**config.mk**
```make
export PLATFORM = sky130hd
export DESIGN_NAME = key_event_ctrl
export DESIGN_NICKNAME = d
export VERILOG_FILES = /design/src/rtl/key_event_ctrl.sv
export SDC_FILE = /design/constraint.sdc
export NUM_CORES = 1
export LEC_CHECK = 0
export CAP_MARGIN = 20
export CORE_MARGIN = 1
export CORE_UTILIZATION = 40
export CTS_CLUSTER_DIAMETER = 50
export DETAILED_ROUTE_END_ITERATION = 10
export PLACE_DENSITY = 0.64
export SKIP_CTS_REPAIR_TIMING = 1
export SYNTH_ARGS = -nofsm -noshare
export SYNTH_HDL_FRONTEND = slang
export SYNTH_SLANG_ARGS = --single-unit
```
**constraint.sdc**
```tcl
create_clock -name Clk -period 3.5 [get_ports Clk]
set_clock_uncertainty 0.1 [all_clocks]
set_input_delay 1.05 -clock Clk [delete_from_list [all_inputs] [get_ports Clk]]
set_output_delay 1.05 -clock Clk [all_outputs]
set_load 0.05 [all_outputs]
```
**src/rtl/key_event_ctrl.sv**
```systemverilog
// Per-key press-gesture classifier: turns debounced key_filter edges into
// single-click, double-click, long-press and auto-repeat one-cycle pulses.
module key_event_ctrl #(
    parameter int unsigned LONG_CNT   = 75_000_000,
    parameter int unsigned REPEAT_CNT = 10_000_000,
    parameter int unsigned DCLICK_CNT = 15_000_000,
    parameter int unsigned CNT_W      = 27
) (
    input  logic Clk,
    input  logic Rst_n,
    input  logic en,
    input  logic key_flag,
    input  logic key_state,
    output logic short_pulse,
    output logic double_pulse,
    output logic long_pulse,
    output logic repeat_pulse,
    output logic busy
);

    localparam logic [4:0] S_IDLE   = 5'b00001;
    localparam logic [4:0] S_PRESS1 = 5'b00010;
    localparam logic [4:0] S_HELD   = 5'b00100;
    localparam logic [4:0] S_WAIT2  = 5'b01000;
    localparam logic [4:0] S_PRESS2 = 5'b10000;

    localparam logic [CNT_W-1:0] LONG_TC   = CNT_W'(LONG_CNT - 1);
    localparam logic [CNT_W-1:0] REPEAT_TC = CNT_W'(REPEAT_CNT - 1);
    localparam logic [CNT_W-1:0] DCLICK_TC = CNT_W'(DCLICK_CNT - 1);

    logic [4:0]       state_r;
    logic [4:0]       state_nxt_s;
    logic [CNT_W-1:0] cnt_r;
    logic [CNT_W-1:0] cnt_nxt_s;
    logic             short_r, double_r, long_r, repeat_r, busy_r;
    logic             short_nxt_s, double_nxt_s, long_nxt_s, repeat_nxt_s;
    logic             press_s, release_s, timed_s;

    assign press_s   = key_flag & ~key_state;
    assign release_s = key_flag &  key_state;
    assign timed_s   = (state_r == S_PRESS1) | (state_r == S_HELD) | (state_r == S_WAIT2);

    // State, timer and registered pulse outputs.
    always_ff @(posedge Clk) begin
        if (!Rst_n) begin
            state_r  <= S_IDLE;
            cnt_r    <= '0;
            short_r  <= 1'b0;
            double_r <= 1'b0;
            long_r   <= 1'b0;
            repeat_r <= 1'b0;
            busy_r   <= 1'b0;
        end else begin
            state_r  <= state_nxt_s;
            cnt_r    <= cnt_nxt_s;
            short_r  <= short_nxt_s;
            double_r <= double_nxt_s;
            long_r   <= long_nxt_s;
            repeat_r <= repeat_nxt_s;
            busy_r   <= (state_nxt_s != S_IDLE);
        end
    end

    // Next-state selection; an edge event always beats a coincident terminal count.
    always_comb begin
        state_nxt_s = state_r;
        if (!en) begin
            state_nxt_s = S_IDLE;
        end else begin
            case (state_r)
                S_IDLE:   if (press_s) state_nxt_s = S_PRESS1;
                          else         state_nxt_s = S_IDLE;
                S_PRESS1: if (release_s)             state_nxt_s = S_WAIT2;
                          else if (cnt_r == LONG_TC) state_nxt_s = S_HELD;
                          else                       state_nxt_s = S_PRESS1;
                S_HELD:   if (release_s) state_nxt_s = S_IDLE;
                          else           state_nxt_s = S_HELD;
                S_WAIT2:  if (press_s)                 state_nxt_s = S_PRESS2;
                          else if (cnt_r == DCLICK_TC) state_nxt_s = S_IDLE;
                          else                         state_nxt_s = S_WAIT2;
                S_PRESS2: if (release_s) state_nxt_s = S_IDLE;
                          else           state_nxt_s = S_PRESS2;
                default:  state_nxt_s = S_IDLE;
            endcase
        end
    end

    // Pulse decode and timer update.
    always_comb begin
        short_nxt_s  = en & (state_r == S_WAIT2)  & ~press_s   & (cnt_r == DCLICK_TC);
        long_nxt_s   = en & (state_r == S_PRESS1) & ~release_s & (cnt_r == LONG_TC);
        repeat_nxt_s = en & (state_r == S_HELD)   & ~release_s & (cnt_r == REPEAT_TC);
        double_nxt_s = en & (state_r == S_PRESS2) &  release_s;
        cnt_nxt_s    = '0;
        if ((state_nxt_s != state_r) || repeat_nxt_s || !timed_s) begin
            cnt_nxt_s = '0;
        end else begin
            cnt_nxt_s = cnt_r + {{(CNT_W-1){1'b0}}, 1'b1};
        end
    end

    assign short_pulse  = short_r;
    assign double_pulse = double_r;
    assign long_pulse   = long_r;
    assign repeat_pulse = repeat_r;
    assign busy         = busy_r;

endmodule

```
# Word-level counts from Yosys, hierarchy flattened
# Index checks and enable logic that the tools add are counted.
# totals
regBits	37
wordCells	50
# op_classes
n_addsub	1
eq_ne	10
muxes	9
bitwise_logic	19
n_reduce_logical	4
# op_table
operator	n
== test 27 x 24 -> 1 bit (second input constant)	2
adder 27 x 1 -> 27 bit (second input constant)	1
== test 27 bit (second input constant)	1
one-hot mux 5 bit (5 select lines)	1
2-to-1 mux 5 bit	3
bitwise AND 1 bit	13
2-to-1 mux 4 bit	2
2-to-1 mux 3 bit	2
== test 5 x 1 -> 1 bit (second input constant)	1
== test 5 x 2 -> 1 bit (second input constant)	1
== test 5 x 3 -> 1 bit (second input constant)	1
== test 5 x 4 -> 1 bit (second input constant)	1
== test 5 bit (second input constant)	1
!= test 5 x 1 -> 1 bit (second input constant)	1
!= test 5 bit	1
NOT 1 bit	4
logical OR 1 bit	2
2-to-1 mux 2 bit	1
bitwise OR 1 bit	2
OR reduction 2 bit	1
logical NOT 1 bit	1

# Depth between registers and ports, before layout
# Gate-level depths: netlist of the first run.
# logic_depth
ltp_word	9
mapped_depth	8
mapped_depth_nobuf	6

# Least setup slack after synthesis of the first run
# OpenSTA, ideal clock, no wires.
# synth_path
path_type	input to register
from	input port en
to	register cnt_r[18]
setup_time_ns	0.089
t_arrival_ns	2.506
required_time_ns	3.311
setup_slack_ns	0.805
cell_stages	6
path_buffers	1
cell_sequence	a21boi_1 -> nand4_1 -> a221oi_1 -> nand3_4 -> buf_12 -> nor4_2
# synth_via
elab_chain_cells	6
elab_cells_between_ends	8
classes_between	eq/ne (1); mux (1); bitwise (3); reduce/logical (3)
# synth_rtl
item	line	text
start: declaration	11	input logic en,
bitwise AND 1 bit (3 in series)	92	repeat_nxt_s = en & (state_r == S_HELD) & ~release_s & (cnt_r == REPEAT_TC);
logical OR 1 bit (*) (2 in series)	95	if ((state_nxt_s != state_r) || repeat_nxt_s || !timed_s) begin
OR reduction 2 bit (no line) (*)	n/a	
end signal: assignment	55	cnt_r <= cnt_nxt_s;
end: declaration	33	logic [CNT_W-1:0] cnt_r;
# Mark *: on every way between the ends. The rest lies on a longest branch, timed or not.
# A chain may end at the register's enable or synchronous reset.

# Final worst setup path of the first run
# layout_path
from	input port key_flag
to	register cnt_r[17]
# layout_via
elab_chain_cells	8
elab_cells_between_ends	16
classes_between	eq/ne (1); mux (7); bitwise (5); reduce/logical (3)
# layout_rtl
item	line	text
start: declaration	12	input logic key_flag,
bitwise AND 1 bit, on equally long branches	40, 39	
2-to-1 mux 5 bit, or another cell as far along	81	S_PRESS2: if (release_s) state_nxt_s = S_IDLE;
one-hot mux 5 bit (5 select lines)	70	case (state_r)
2-to-1 mux 5 bit	67	if (!en) begin
!= test 5 bit	95	
logical OR 1 bit (*) (2 in series)	95	
OR reduction 2 bit (no line) (*)	n/a	
# Marked as above.

==> metrics, run 1 <==
status=complete, no violations; CTS tree=done; GR Overflow Total=0; die area=just under 6000 um^2; Synth Area per Inst=around 9.3 um^2; # fillers=511; sequential share of the synthesized area=0.332; switching portion of total power=0.234; vias in the first global route=about 1800; Register Area=about 740 um^2; number of synthesized register bits=37; post-synth top area cell=dfxtp_1; ys async rst share=0; worst vdd ir=roughly 0.17 mV; crit end category=flip-flop; commonest cells after routing, fill and taps aside=37 x dfxtp_1, 20 x nor4_2, 18 x nand2_1, 18 x nand3_1, 15 x nor4_1; f_max=roughly 350 MHz; crit-path max FO=27; Clk Latency, worst-skew pair=280 ps; Pins Over Slew Limit=0; worst setup path startpoint=key_flag; Std-Cell Rows=26; DP Cell Count=slightly above 300; Synth Warn #=0; startpoint types=input port; cts bufs inserted=5; complex-gate fraction of the synthesized area=0.0516; CP Data Arrival Time=about 3000 ps; die height=76.7 um; largest net degree at the start of global routing=28; P_sw=177 uW; max-cap violations=0; XOR/XNOR Fraction of Synth Area=0.106; core area=~5200 um^2; count of cell types in the netlist=48; first-pass iteration count of the detailed router=4; Die W=roughly 77 um; worst reg2reg path depth=7; starting density of the core=0.426; layout cells sized above 1=0.169; gp weighted congestion=between 0.8 and 0.9; post-synth top area share=0.332; Final Setup Violations=0; final hold slack=approximately 480 ps; EDFF count, synth=0; Worst Setup Slack, final=616 ps; Post-Synth Simple-Gate Area=0.427; Final Hold Viols=0; drt drc=0; RSZ-0062 raised after global routing=no; post-route clock period utilization=0.824; r2r setup slk=approximately 900 ps; nets@finish=approximately 250; DRT Wirelength=4710 um; reg-to-reg endpoint=cnt_r[24]; setup TNS=0 ps; Net Count, Synth=roughly 250; adder-cell share of the synthesized area=0.00561; largest family of logic cells by synthesized area=simple AND/OR/NAND/NOR gates; area grow syn2layout=8.24%; combinational share of power=0.063; Post-Syn Instances=approximately 240; Non-Filler Instances=~320; I/O Buffers=9; CTS max path bufs=2; Reg clk slew, reported paths=roughly 70 ps; dpl hpwl=3100 um; I/O Pins=10; mux contribution to synthesized area=0; vias per inst=between 5 and 6; Place WS=approximately 320 ps; Antenna diodes=0; FF-to-FF Start=cnt_r[0]; Mapped Area=around 2200 um^2; ranking of synthesized cells by area=dfxtp_1 33%, nor4_2 11%, xnor2_1 5.5%; Internal=581 uW; first-pass GRT wire length=8420 um; CP required=3560 ps; antenna-violating nets left=0; Final Critical Period=2880 ps; Hold Crit Class=reg -> reg; wire per inst=14.8 um; Crit Path Category=in -> reg; sequential power share=0.560; initial antenna violation count=0; clk sinks=37; top_reg_cell synth=dfxtp_1; H-tree Lvls=2; Vias=1819; max_slew headroom=0.411; Tightest Pin Transition=about 880 ps; area of the multi-input gates=between 1000 and 1500 um^2; gr usage total=0.178; initial DRC count=a little over 70; clock root buffer=clkbuf_8; crit path to=cnt_r[17]; leading cell type in the layout, fill and taps excluded=dfxtp_1; total power density per cell area=between 300 and 400 nW/um^2; Clock Power Share=0.377; Pleak=approximately 0.00064 uW
logic make-up (layout without fill, tap and decap cells):
group,count (synthesis),after routing
AO/OA/AOI/OAI,16,16
XOR/XNOR,27,27
adder cells (fa/ha/maj),1,1
buffers and inverters,23,30
flip-flops,37,37
AND/OR/NAND/NOR,137,137
per-layer routing:
metal	share of wire	track usage	routed length [um]	vias to the layer above
li1	-	-	-	911
met2	0.45	0.274	2130	34
met3	0.034	0.0345	161	15
met4	0.031	0.113	144	0
met5	0	0	0	-
met1	0.48	0.227	2270	859
worst min-delay path by stage:
stage / from / to / slack (ps) / cells after the start
floorplan: cnt_r[0] / cnt_r[0] / 400 / 1
global placement: cnt_r[26] / cnt_r[26] / 470 / 2
detailed placement: cnt_r[26] / cnt_r[26] / 460 / 2
CTS: cnt_r[0] / cnt_r[0] / 480 / 1
global route: cnt_r[26] / cnt_r[26] / 520 / 2
finish: cnt_r[26] / cnt_r[26] / 480 / 2
cell type report:
class	count	area share
timing repair buffer	14	0.0632
sequential	37	0.307
clock buffer	8	0.0331
inverter	8	0.0124
tap	70	0.0363
multi-input combinational	181	0.548
metrics by stage:
stage | total power, uW | utilization | instance area (um^2)
floorplan | 467 | - | 2230
finish | 758 | 0.461 | 2420
detailed placement | 482 | 0.446 | 2340
CTS | 772 | 0.461 | 2420
global route | 792 | 0.461 | 2420
global placement | 482 | 0.446 | 2340
flip-flops by register name (all words and copies together) (netlist names):
| signal | flops |
|---|---|
| busy | 1 |
| cnt_r | 27 |
| long_pulse | 1 |
| repeat_pulse | 1 |
| double_pulse | 1 |
| state_r | 5 |
| short_pulse | 1 |
cells in the mapped netlist, drive strengths merged, types with 2 or more instances:
| cell | n |
|---|---|
| a21boi | 2 |
| a21oi | 3 |
| a31o | 2 |
| a31oi | 3 |
| and2 | 2 |
| buf | 5 |
| clkbuf | 10 |
| dfxtp | 37 |
| inv | 8 |
| nand2 | 18 |
| nand3 | 19 |
| nand4 | 11 |
| nor2 | 14 |
| nor2b | 3 |
| nor3 | 9 |
| nor4 | 35 |
| nor4b | 2 |
| o211ai | 2 |
| o21ai | 2 |
| or3 | 2 |
| or4 | 8 |
| or4bb | 4 |
| xnor2 | 14 |
| xor2 | 13 |
critical path, stage by stage:
cell and delay (ps):
clkdlybuf4s50_1 500, nor2b_1 190, nor4b_1 360, nand3_1 250, a31oi_4 270, buf_12 220, nor4_1 90
power groups by stage:
stage	registers [uW]	clock network (uW)	logic, uW
floorplan	435	0	32.5
global placement	434	0	47.7
detailed placement	434	0	47.9
CTS	425	299	48.3
global route	425	315	52.2
finish	425	285	47.7
(Power assumes the default switching activity.)
==> run 2, diff against run 1 <==
Settings changed: PLACE_DENSITY 0.64 to 0.66.
Clock period 3.5 ns to 2.6 ns, I/O delays scaled along.
==> run 2 against run 1 <==
- clock-buffer cell count down 3
- flip-flop and latch count stayed put
- combinational power up 63%
- global-route usage shrank 0.088 points
- worst hold slack worse by 25 ps
- register-to-register slack worse by 810 ps
- sequential power up 35%
- via count rose by 4.2%
- utilization rose by 5.7 points
- design area increased by 12%
==> metrics, run 2 (same netlist as run 1, synthesis figures left out) <==
status=complete, no violations; clock root buffer=clkbuf_8; gr usage total=0.177 (-0.000877); CTS max path bufs=2 (unchanged); Pins Over Slew Limit=0 (unchanged); clk sinks=37 (unchanged); Pleak=0.000791 uW (+24%); total power density per cell area=455 nW/um^2 (+45%); crit-path max FO=11 (-59%); cts bufs inserted=5 (unchanged); gp weighted congestion=0.886 (+7.8%); Top Usage Layer GRT=met2; worst vdd ir=0.279 mV (+60%); Die W=76.7 um (unchanged); worst hold path depth=2 (unchanged); # fillers=477 (-6.7%); layout cells sized above 1=0.272 (+0.103); startpoint types=input port; Antenna diodes=0 (unchanged); area grow syn2layout=21.6%; Finished Core Util=0.518 (+0.0569); Hold Crit Class=reg -> reg; CP required=2690 ps (-870 ps); initial DRC count=75 (+4.2%); vias per inst=5.61 (-1.9%); I/O Pins=10 (unchanged); die height=76.7 um (unchanged); max-cap violations=0 (unchanged); f_max=between 300 and 400 MHz; Tightest Pin Transition=492 ps (-384 ps); Final Hold Viols=0 (unchanged); reg-to-reg endpoint=cnt_r[12]; DRT Wirelength=4820 um (+2.4%); Std-Cell Rows=26 (unchanged); antenna-violating nets left=0 (unchanged); Crit Path Category=in -> reg; drt drc=0 (unchanged); starting density of the core=0.426 (unchanged); Reg clk slew, reported paths=70 ps (about the same); largest net degree at the start of global routing=28 (unchanged); Worst Setup Slack, final=70.4 ps (-546 ps); H-tree Lvls=2 (unchanged); leading cell type in the layout, fill and taps excluded=dfxtp_1; I/O Buffers=9 (unchanged); HP Start=cnt_r[0]; GR Overflow Total=0 (unchanged); CP Data Arrival Time=2620 ps (-320 ps); Clk Latency, worst-skew pair=290 ps (about the same); commonest cells after routing, fill and taps aside=37 x dfxtp_1, 23 x nor4_2, 20 x buf_4; Final Setup Violations=0 (unchanged); max reg flops=27 (unchanged); Total Power=1240 uW (+63%); CTS tree=done; r2r setup slk=90 ps (-810 ps); Largest Register=cnt_r; Place WS=-250 ps (-567 ps); worst reg2reg path depth=6 (-1); max_slew headroom=0.671 (+0.260); top flop regs=cnt_r x27, state_r x5; worst min-delay path endpoint=cnt_r[0]; initial antenna violation count=0 (unchanged); Vias=1896 (+4.2%); first-pass iteration count of the detailed router=4 (unchanged); final hold slack=453 ps (-24.7 ps); dpl hpwl=3410 um (+10%); die area=5880 um^2 (unchanged); post-route clock period utilization=0.973; vias in the first global route=1776 (-2.8%); crit end category=flip-flop; wire per inst=14.2 um (-3.7%); first-pass GRT wire length=8400 um (-0.32%); met1 Use GR=0.240 (+0.0123); Final Critical Period=2530 ps; met3 Resource Use GR=0.0321 (-0.00238); FF-to-FF Start=cnt_r[26]; core area=5240 um^2 (unchanged); met2 Usage GRT=0.279 (+0.00446); nets@finish=273 (+7.9%)
[run 2: power by group]
part | switching (uW) | total [uW] | internal [uW]
sequential | 3.33 | 572 | 568
clock | 205 | 586 | 381
combinational | 45.9 | 77.9 | 32.0
[run 2: cell type report]
class                           count  area, um^2  share of cell area
Timing Repair Buffer               34         343               0.126
Sequential cell                    37         741               0.273
Tap cell                           70        87.6              0.0323
Inverter                            8        30.0              0.0111
Clock inverter                      3        65.1              0.0240
Multi-Input combinational cell    181        1380               0.508
Clock buffer                        5        68.8              0.0254
[run 2: worst max-delay path by stage]
stage                      endpoint  slack, ps  depth (start not counted)       from
after CTS                 cnt_r[12]         30                          8         en
after detailed placement  cnt_r[12]       -250                          8         en
after global routing      cnt_r[12]        -40                          8         en
after global placement     cnt_r[1]       -180                          8         en
final                     cnt_r[12]         70                          8         en
after floorplan           cnt_r[18]        150                          6  cnt_r[17]
[run 2: worst max-delay path, cell delays in order]
cell	delay, ps
clkdlybuf4s50_1	480
a21boi_2	190
nand4_1	140
a221oi_2	310
buf_4	160
nand3_4	110
buf_12	180
nor4_2	270
[run 2: routing by layer]
| layer | up-vias | wire (um) |
|---|---|---|
| met4 | 0 | 80 |
| met3 | 7 | 158 |
| met1 | 904 | 2330 |
| met2 | 38 | 2250 |
| met5 | - | 0 |
| li1 | 947 | - |
[run 2: stage by stage]
step           cell area [um^2]  setup TNS [ps]  cells
5_1_grt                    2710           -37.8    338
2_1_floorplan              2230               0    241
6_report                   2710               0    338
3_3_place_gp               2520           -4600    330
3_5_place_dp               2520           -5870    330
4_1_cts                    2660               0    338
